--- src/rtl/uart_tx_frame.sv ---
// uart_tx_frame: valid/ready UART transmitter, 5-9 data bits LSB-first, optional odd/even parity, 1-2 stop bits.
// Define UART_TX_BREAK_EN to add the brk line-break input and its BREAK/BRK_HOLD states.
module uart_tx_frame #(
    parameter int BAUD      = 104,
    parameter int DATA_BITS = 8,
    parameter int PARITY    = 0,
    parameter int STOP_BITS = 1
) (
    input  logic                 clk,
    input  logic                 rstn,
    input  logic [DATA_BITS-1:0] data,
    input  logic                 start,
    output logic                 ready,
`ifdef UART_TX_BREAK_EN
    input  logic                 brk,
`endif
    output logic                 tx
);
    localparam int BW = $clog2(BAUD);
    localparam int CW = $clog2(DATA_BITS + 1);
    localparam logic [BW-1:0] BAUD_LAST = BW'(BAUD - 1);
    localparam logic [CW-1:0] DATA_LAST = CW'(DATA_BITS - 1);
    localparam logic [CW-1:0] STOP_LAST = CW'(STOP_BITS - 1);

    typedef enum logic [2:0] {
        S_IDLE, S_START, S_DATA, S_PARITY, S_STOP
`ifdef UART_TX_BREAK_EN
        , S_BREAK, S_BRK_HOLD
`endif
    } state_t;

    state_t               r_state;
    state_t               w_next;
    logic [BW-1:0]        r_baud;
    logic [CW-1:0]        r_bit;
    logic [DATA_BITS-1:0] r_shift;
    logic                 r_par;
    logic                 r_tx;
    logic                 w_bit;
    logic                 w_tick;
    logic                 w_last_stop;
    logic                 w_idle_rdy;
    logic                 w_accept;

    assign w_tick      = r_baud == BAUD_LAST;
    assign w_last_stop = r_state == S_STOP && w_tick && r_bit == STOP_LAST;
`ifdef UART_TX_BREAK_EN
    assign w_idle_rdy  = r_state == S_IDLE && !brk;
`else
    assign w_idle_rdy  = r_state == S_IDLE;
`endif
    assign ready       = w_idle_rdy || w_last_stop;
    assign w_accept    = start && ready;
    assign tx          = r_tx;

    // state register; reset discards any frame in flight
    always_ff @(posedge clk or negedge rstn)
        if (!rstn) r_state <= S_IDLE;
        else r_state <= w_next;

    // next state and the line level the current state wants on tx
    always_comb begin
        w_next = r_state;
        w_bit  = 1'b1;
        case (r_state)
            S_IDLE: begin
                if (w_accept) w_next = S_START;
`ifdef UART_TX_BREAK_EN
                else if (brk) w_next = S_BREAK;
`endif
            end
            S_START: begin
                w_bit = 1'b0;
                if (w_tick) w_next = S_DATA;
            end
            S_DATA: begin
                w_bit = r_shift[0];
                if (w_tick && r_bit == DATA_LAST) w_next = PARITY != 0 ? S_PARITY : S_STOP;
            end
            S_PARITY: begin
                w_bit = r_par;
                if (w_tick) w_next = S_STOP;
            end
            S_STOP: begin
                if (w_last_stop) w_next = w_accept ? S_START : S_IDLE;
            end
`ifdef UART_TX_BREAK_EN
            S_BREAK: begin
                w_bit = 1'b0;
                if (!brk) w_next = S_BRK_HOLD;
            end
            S_BRK_HOLD: begin
                if (w_tick) w_next = S_IDLE;
            end
`endif
            default: w_next = S_IDLE;
        endcase
    end

    // baud/bit counters, shift register, latched parity and registered tx (one cycle behind state)
    always_ff @(posedge clk or negedge rstn)
        if (!rstn) begin
            r_baud  <= '0;
            r_bit   <= '0;
            r_shift <= '0;
            r_par   <= 1'b0;
            r_tx    <= 1'b1;
        end else begin
            r_baud <= (w_tick || w_next != r_state || r_state == S_IDLE) ? '0 : r_baud + 1'b1;
            r_bit  <= w_next != r_state ? '0
                    : (w_tick && (r_state == S_DATA || r_state == S_STOP)) ? r_bit + 1'b1 : r_bit;
            if (w_accept) begin
                r_shift <= data;
                r_par   <= (^data) ^ (PARITY == 1);
            end else if (r_state == S_DATA && w_tick) begin
                r_shift <= r_shift >> 1;
            end
            r_tx <= w_bit;
        end
endmodule

--- config.mk ---
export PLATFORM = sky130hd
export DESIGN_NAME = uart_tx_frame
export DESIGN_NICKNAME = d
export VERILOG_FILES = /design/src/rtl/uart_tx_frame.sv
export SDC_FILE = /design/constraint.sdc
export NUM_CORES = 1
export LEC_CHECK = 0
export CAP_MARGIN = 10
export CELL_PAD_IN_SITES_DETAIL_PLACEMENT = 1
export CELL_PAD_IN_SITES_GLOBAL_PLACEMENT = 1
export CORE_MARGIN = 2
export CORE_UTILIZATION = 39
export DETAILED_ROUTE_END_ITERATION = 12
export GPL_TIMING_DRIVEN = 0
export PLACE_DENSITY_LB_ADDON = 0.1
export SYNTH_ARGS = -nofsm -noshare
export SYNTH_HDL_FRONTEND = slang
export SYNTH_SLANG_ARGS = --single-unit
--- constraint.sdc ---
create_clock -name clk -period 1.76 [get_ports clk]
set_input_delay 0.352 -clock clk [delete_from_list [all_inputs] [get_ports clk]]
set_output_delay 0.352 -clock clk [all_outputs]
set_load 0.005 [all_outputs]
==> impl_metrics.py <==
metrics = {
    "setup_path": {
        "critPathMaxStageDelay_ns": 0.41,
        "critical_path_class": "flip-flop to output port",
        "crit_fanout": 2,
        "worstReg2RegStart": "r_baud[1]$_DFF_PN0_",
        "worst_setup_path_start_kind": "flip-flop",
        "cp_slowest_cell": "dfrtp_1",
        "worstPathRequired_ns": 1.41,
        "cp_data_arrival_time_ns": 1.69,
        "crit_path_end_kind": "output port",
        "r2r-end": "r_bit[1]$_DFFE_PN0P_",
        "cp_cell_sequence": "ha_2 > and3_4 > a31o_1 > buf_6 > and2_4 > buf_6",
        "crit_path_start": "r_baud[0]$_DFF_PN0_",
        "ff2ff_path_depth": 6,
        "cpMostUsedCell": "buf_6",
        "ff2ff_setup_slack_ns": 0.03,
    },
    "global_routing": {
        "grt_first_pass_wirelength_um": 5554,
        "grt-ovfl-total": 0,
        "grt_max_degree": 25,
        "grt_pass1_vias": 1157,
        "grtUsageTotal_pct": 17.89,
        "antenna_found_initial": 0,
    },
    "timing": {
        "final-setup-viol-count": 1,
        "setup_slack_ns": -0.2810,
        "period_needed_ns": 2.041,
        "max_slew_margin_pct": 64.22,
        "tightest_slew_ns": 0.5351,
        "final-hold-violation-count": 0,
        "finClkSkew_ns": 0.006844,
        "fmax_mhz": 490.0,
        "report.final.slew_viol_count": 0,
        "rsz0062_at_grt": "yes",
        "period_share_pct": 116.0,
    },
    "cells_and_area": {
        "syn_to_final_growth_pct": 30.03,
        "final_cells": 204,
        "nets": 173,
        "final_cell_area_um2": 1723,
        "drive_above_1_share_pct": 24.68,
        "n_antenna_cell": 0,
    },
    "clock_network": {
        "cts_made_buffers": 3,
        "insertion_delay_ns": 0.31,
        "cts.clk_slew.worst_paths_ns": 0.14,
        "cts_tree": "done",
        "hold_buffers": 0,
        "root_buffer": "clkbuf_4",
        "cts_max_level": 1,
        "numClockSinks": 24,
        "clockBufferDepth": 2,
    },
    "route": {
        "vias_per_cell": 5.172,
        "detail-route-antenna-nets": 0,
        "drc_errors": 0,
        "num_vias": 1055,
        "drt_wl_total_um": 3178,
        "wire_per_inst_um": 15.58,
        "firstDrtPassIters": 3,
        "drtIter0Drc": 27,
    },
    "synth": {
        "synth_cell_type_count": 34,
        "synth_cells": 130,
        "seq_area_frac_synth_pct": 45.42,
        "syn_area_per_cell_um2": 10.19,
        "ys_seq_elements": 24,
        "syn_area_um2": 1325,
        "syn_nets": 144,
        "yosys_warnings": 0,
    },
    "die": {
        "die_x_um": 62.29,
        "die_height_um": 62.29,
        "dieArea_um2": 3879,
        "design.core.area_um2": 3311,
        "start_util_pct": 40.02,
        "ios": 13,
        "core.rowCount": 21,
    },
    "min_path": {
        "hp-class": "input port to asynchronous set/reset pin",
    },
    "placed_design": {
        "dp.cells": 187,
        "io_buffers": 11,
        "placed_cell_area_um2": 1498,
        "dp_hpwl_um": 2060,
        "gp_congestion": 0.6903,
    },
    "pwr": {
        "power_per_cell_area_nw_per_um2": 843.9,
        "p_leak_nw": 0.7826,
        "p_int_mw": 1.022,
        "seq_power_share_pct": 53.6,
        "p_comb_share_pct": 26.2,
        "pwr-share-clk_pct": 20.2,
        "vdd_ir_drop_max_v": 0.0002936,
        "netSwitchingFraction_pct": 29.69,
        "total_power_mw": 1.454,
        "switching_power_mw": 0.4316,
    },
    "status": {
        "outcome": "complete, but fails checks",
        "violations": "negative setup slack",
    },
    "job": {
        "maxCapViolations": 0,
    },
}
==> repair_timing <==
item	4_1_cts	5_1_grt
gates resized for setup	12	16
setup buffers	9	5
endpoints found under the setup margin	7	15
pin swaps	2	5
==> layout make-up <==
| class | count | area, um2 |
|---|---|---|
| buffer | 6 | 42.54 |
| clock buffer | 4 | 36.28 |
| fill | 400 | 1588 |
| inverter | 6 | 22.52 |
| multi-input combinational | 93 | 706.9 |
| sequential | 24 | 604.3 |
| tap | 46 | 57.56 |
| timing repair buffer | 25 | 252.7 |
==> cells in the final DEF (no fill, tap or decap), types with 2 or more instances in the layout <==
master	count
mux2i_1	7
xor2_1	4
nand2_1	6
xnor2_1	11
o21ai_1	5
and3_1	3
nand4_1	9
inv_1	5
a21oi_1	4
nor3b_4	2
nor2_1	8
clkdlybuf4s50_1	10
buf_4	11
dfrtp_1	21
dfrtp_2	2
nor3_1	3
o21ai_0	5
nand3_1	4
clkbuf_1	2
buf_6	4
clkbuf_4	4
or3_1	2
o221ai_1	2
==> cells by family after synthesis <==
| group | synth area share (%) |
|---|---|
| AND/OR/NAND/NOR | 20.68 |
| flip-flops | 45.42 |
| AO/OA/AOI/OAI | 10.20 |
| XOR/XNOR | 9.915 |
| buffers and inverters | 4.532 |
| multiplexers | 6.421 |
| adder cells (fa/ha/maj) | 2.833 |
==> state kept, by name (all words and copies together) (netlist names) <==
signal and cells:
r_par 1, r_state 3, r_baud 7, tx 1, r_bit 4, r_shift 8
==> power groups by stage <==
stage | sequential (mW) | combinational, mW | clock (mW)
floorplan | 0.758 | 0.223 | 0
global placement | 0.781 | 0.298 | 0
detailed placement | 0.787 | 0.311 | 0
CTS | 0.775 | 0.348 | 0.306
global route | 0.798 | 0.433 | 0.330
finish | 0.779 | 0.381 | 0.293
==> metrics by stage <==
step	util, %	hold WS (ns)	TNS, ns	setup WS (ns)
floorplan	-	0.05641	0	0.001372
global placement	45.24	0.4548	-0.6821	-0.5469
detailed placement	45.24	0.4621	-0.8716	-0.5954
CTS	49.51	0.4701	-0.4161	-0.3466
global route	52.04	0.3870	-0.8867	-0.3610
finish	52.04	0.3658	-0.2810	-0.2810
==> how the worst max path moves through the flow <==
stage                   endpoint
6_report                   ready
5_1_grt                    ready
4_1_cts                    ready
3_5_place_dp               ready
3_3_place_gp               ready
2_1_floorplan  r_par$_DFFE_PN0P_
==> Yosys cell counts, drive strengths merged <==
master / instances / share of area (%)
and2: 1 / 0.47
dfstp: 1 / 2.0
and3: 4 / 1.9
xor2: 4 / 2.6
nand4: 9 / 4.2
o211ai: 1 / 0.57
nand4b: 1 / 1.8
dfrtp: 23 / 43
mux2i: 7 / 5.3
a21boi: 1 / 0.57
o221ai: 2 / 1.3
nor3b: 3 / 2.5
a31oi: 1 / 0.47
o32ai: 1 / 0.66
a31o: 2 / 1.3
clkbuf: 3 / 0.85
nor2: 9 / 2.5
o21ai: 10 / 3.8
nand2: 6 / 1.7
ha: 3 / 2.8
nor3: 3 / 1.1
and3b: 1 / 0.66
nand3: 5 / 2.3
mux2: 1 / 1.1
or3: 2 / 0.94
xnor2: 11 / 7.3
a21oi: 4 / 1.5
inv: 6 / 1.7
or2: 1 / 0.47
buf: 4 / 2.0
==> critical path: cells and delay by family, from the launching register on <==
kind                       cells  cell delay (ns)
AOI/OAI and AO/OA              1             0.23
DFF                            1             0.41
buffers and inverters          2             0.23
adders and majority gates      1             0.19
and+or+nand+nor                2             0.33
==> routing by layer <==
metal  vias up  GRT usage [%]  wire, um
met1       522          22.87      1444
met3         2          2.174        74
li1        520              -         -
met4         0          6.389        19
met2        11          31.25      1640
met5         -              0         0
No activity file was read; power rests on OpenSTA's default activity.
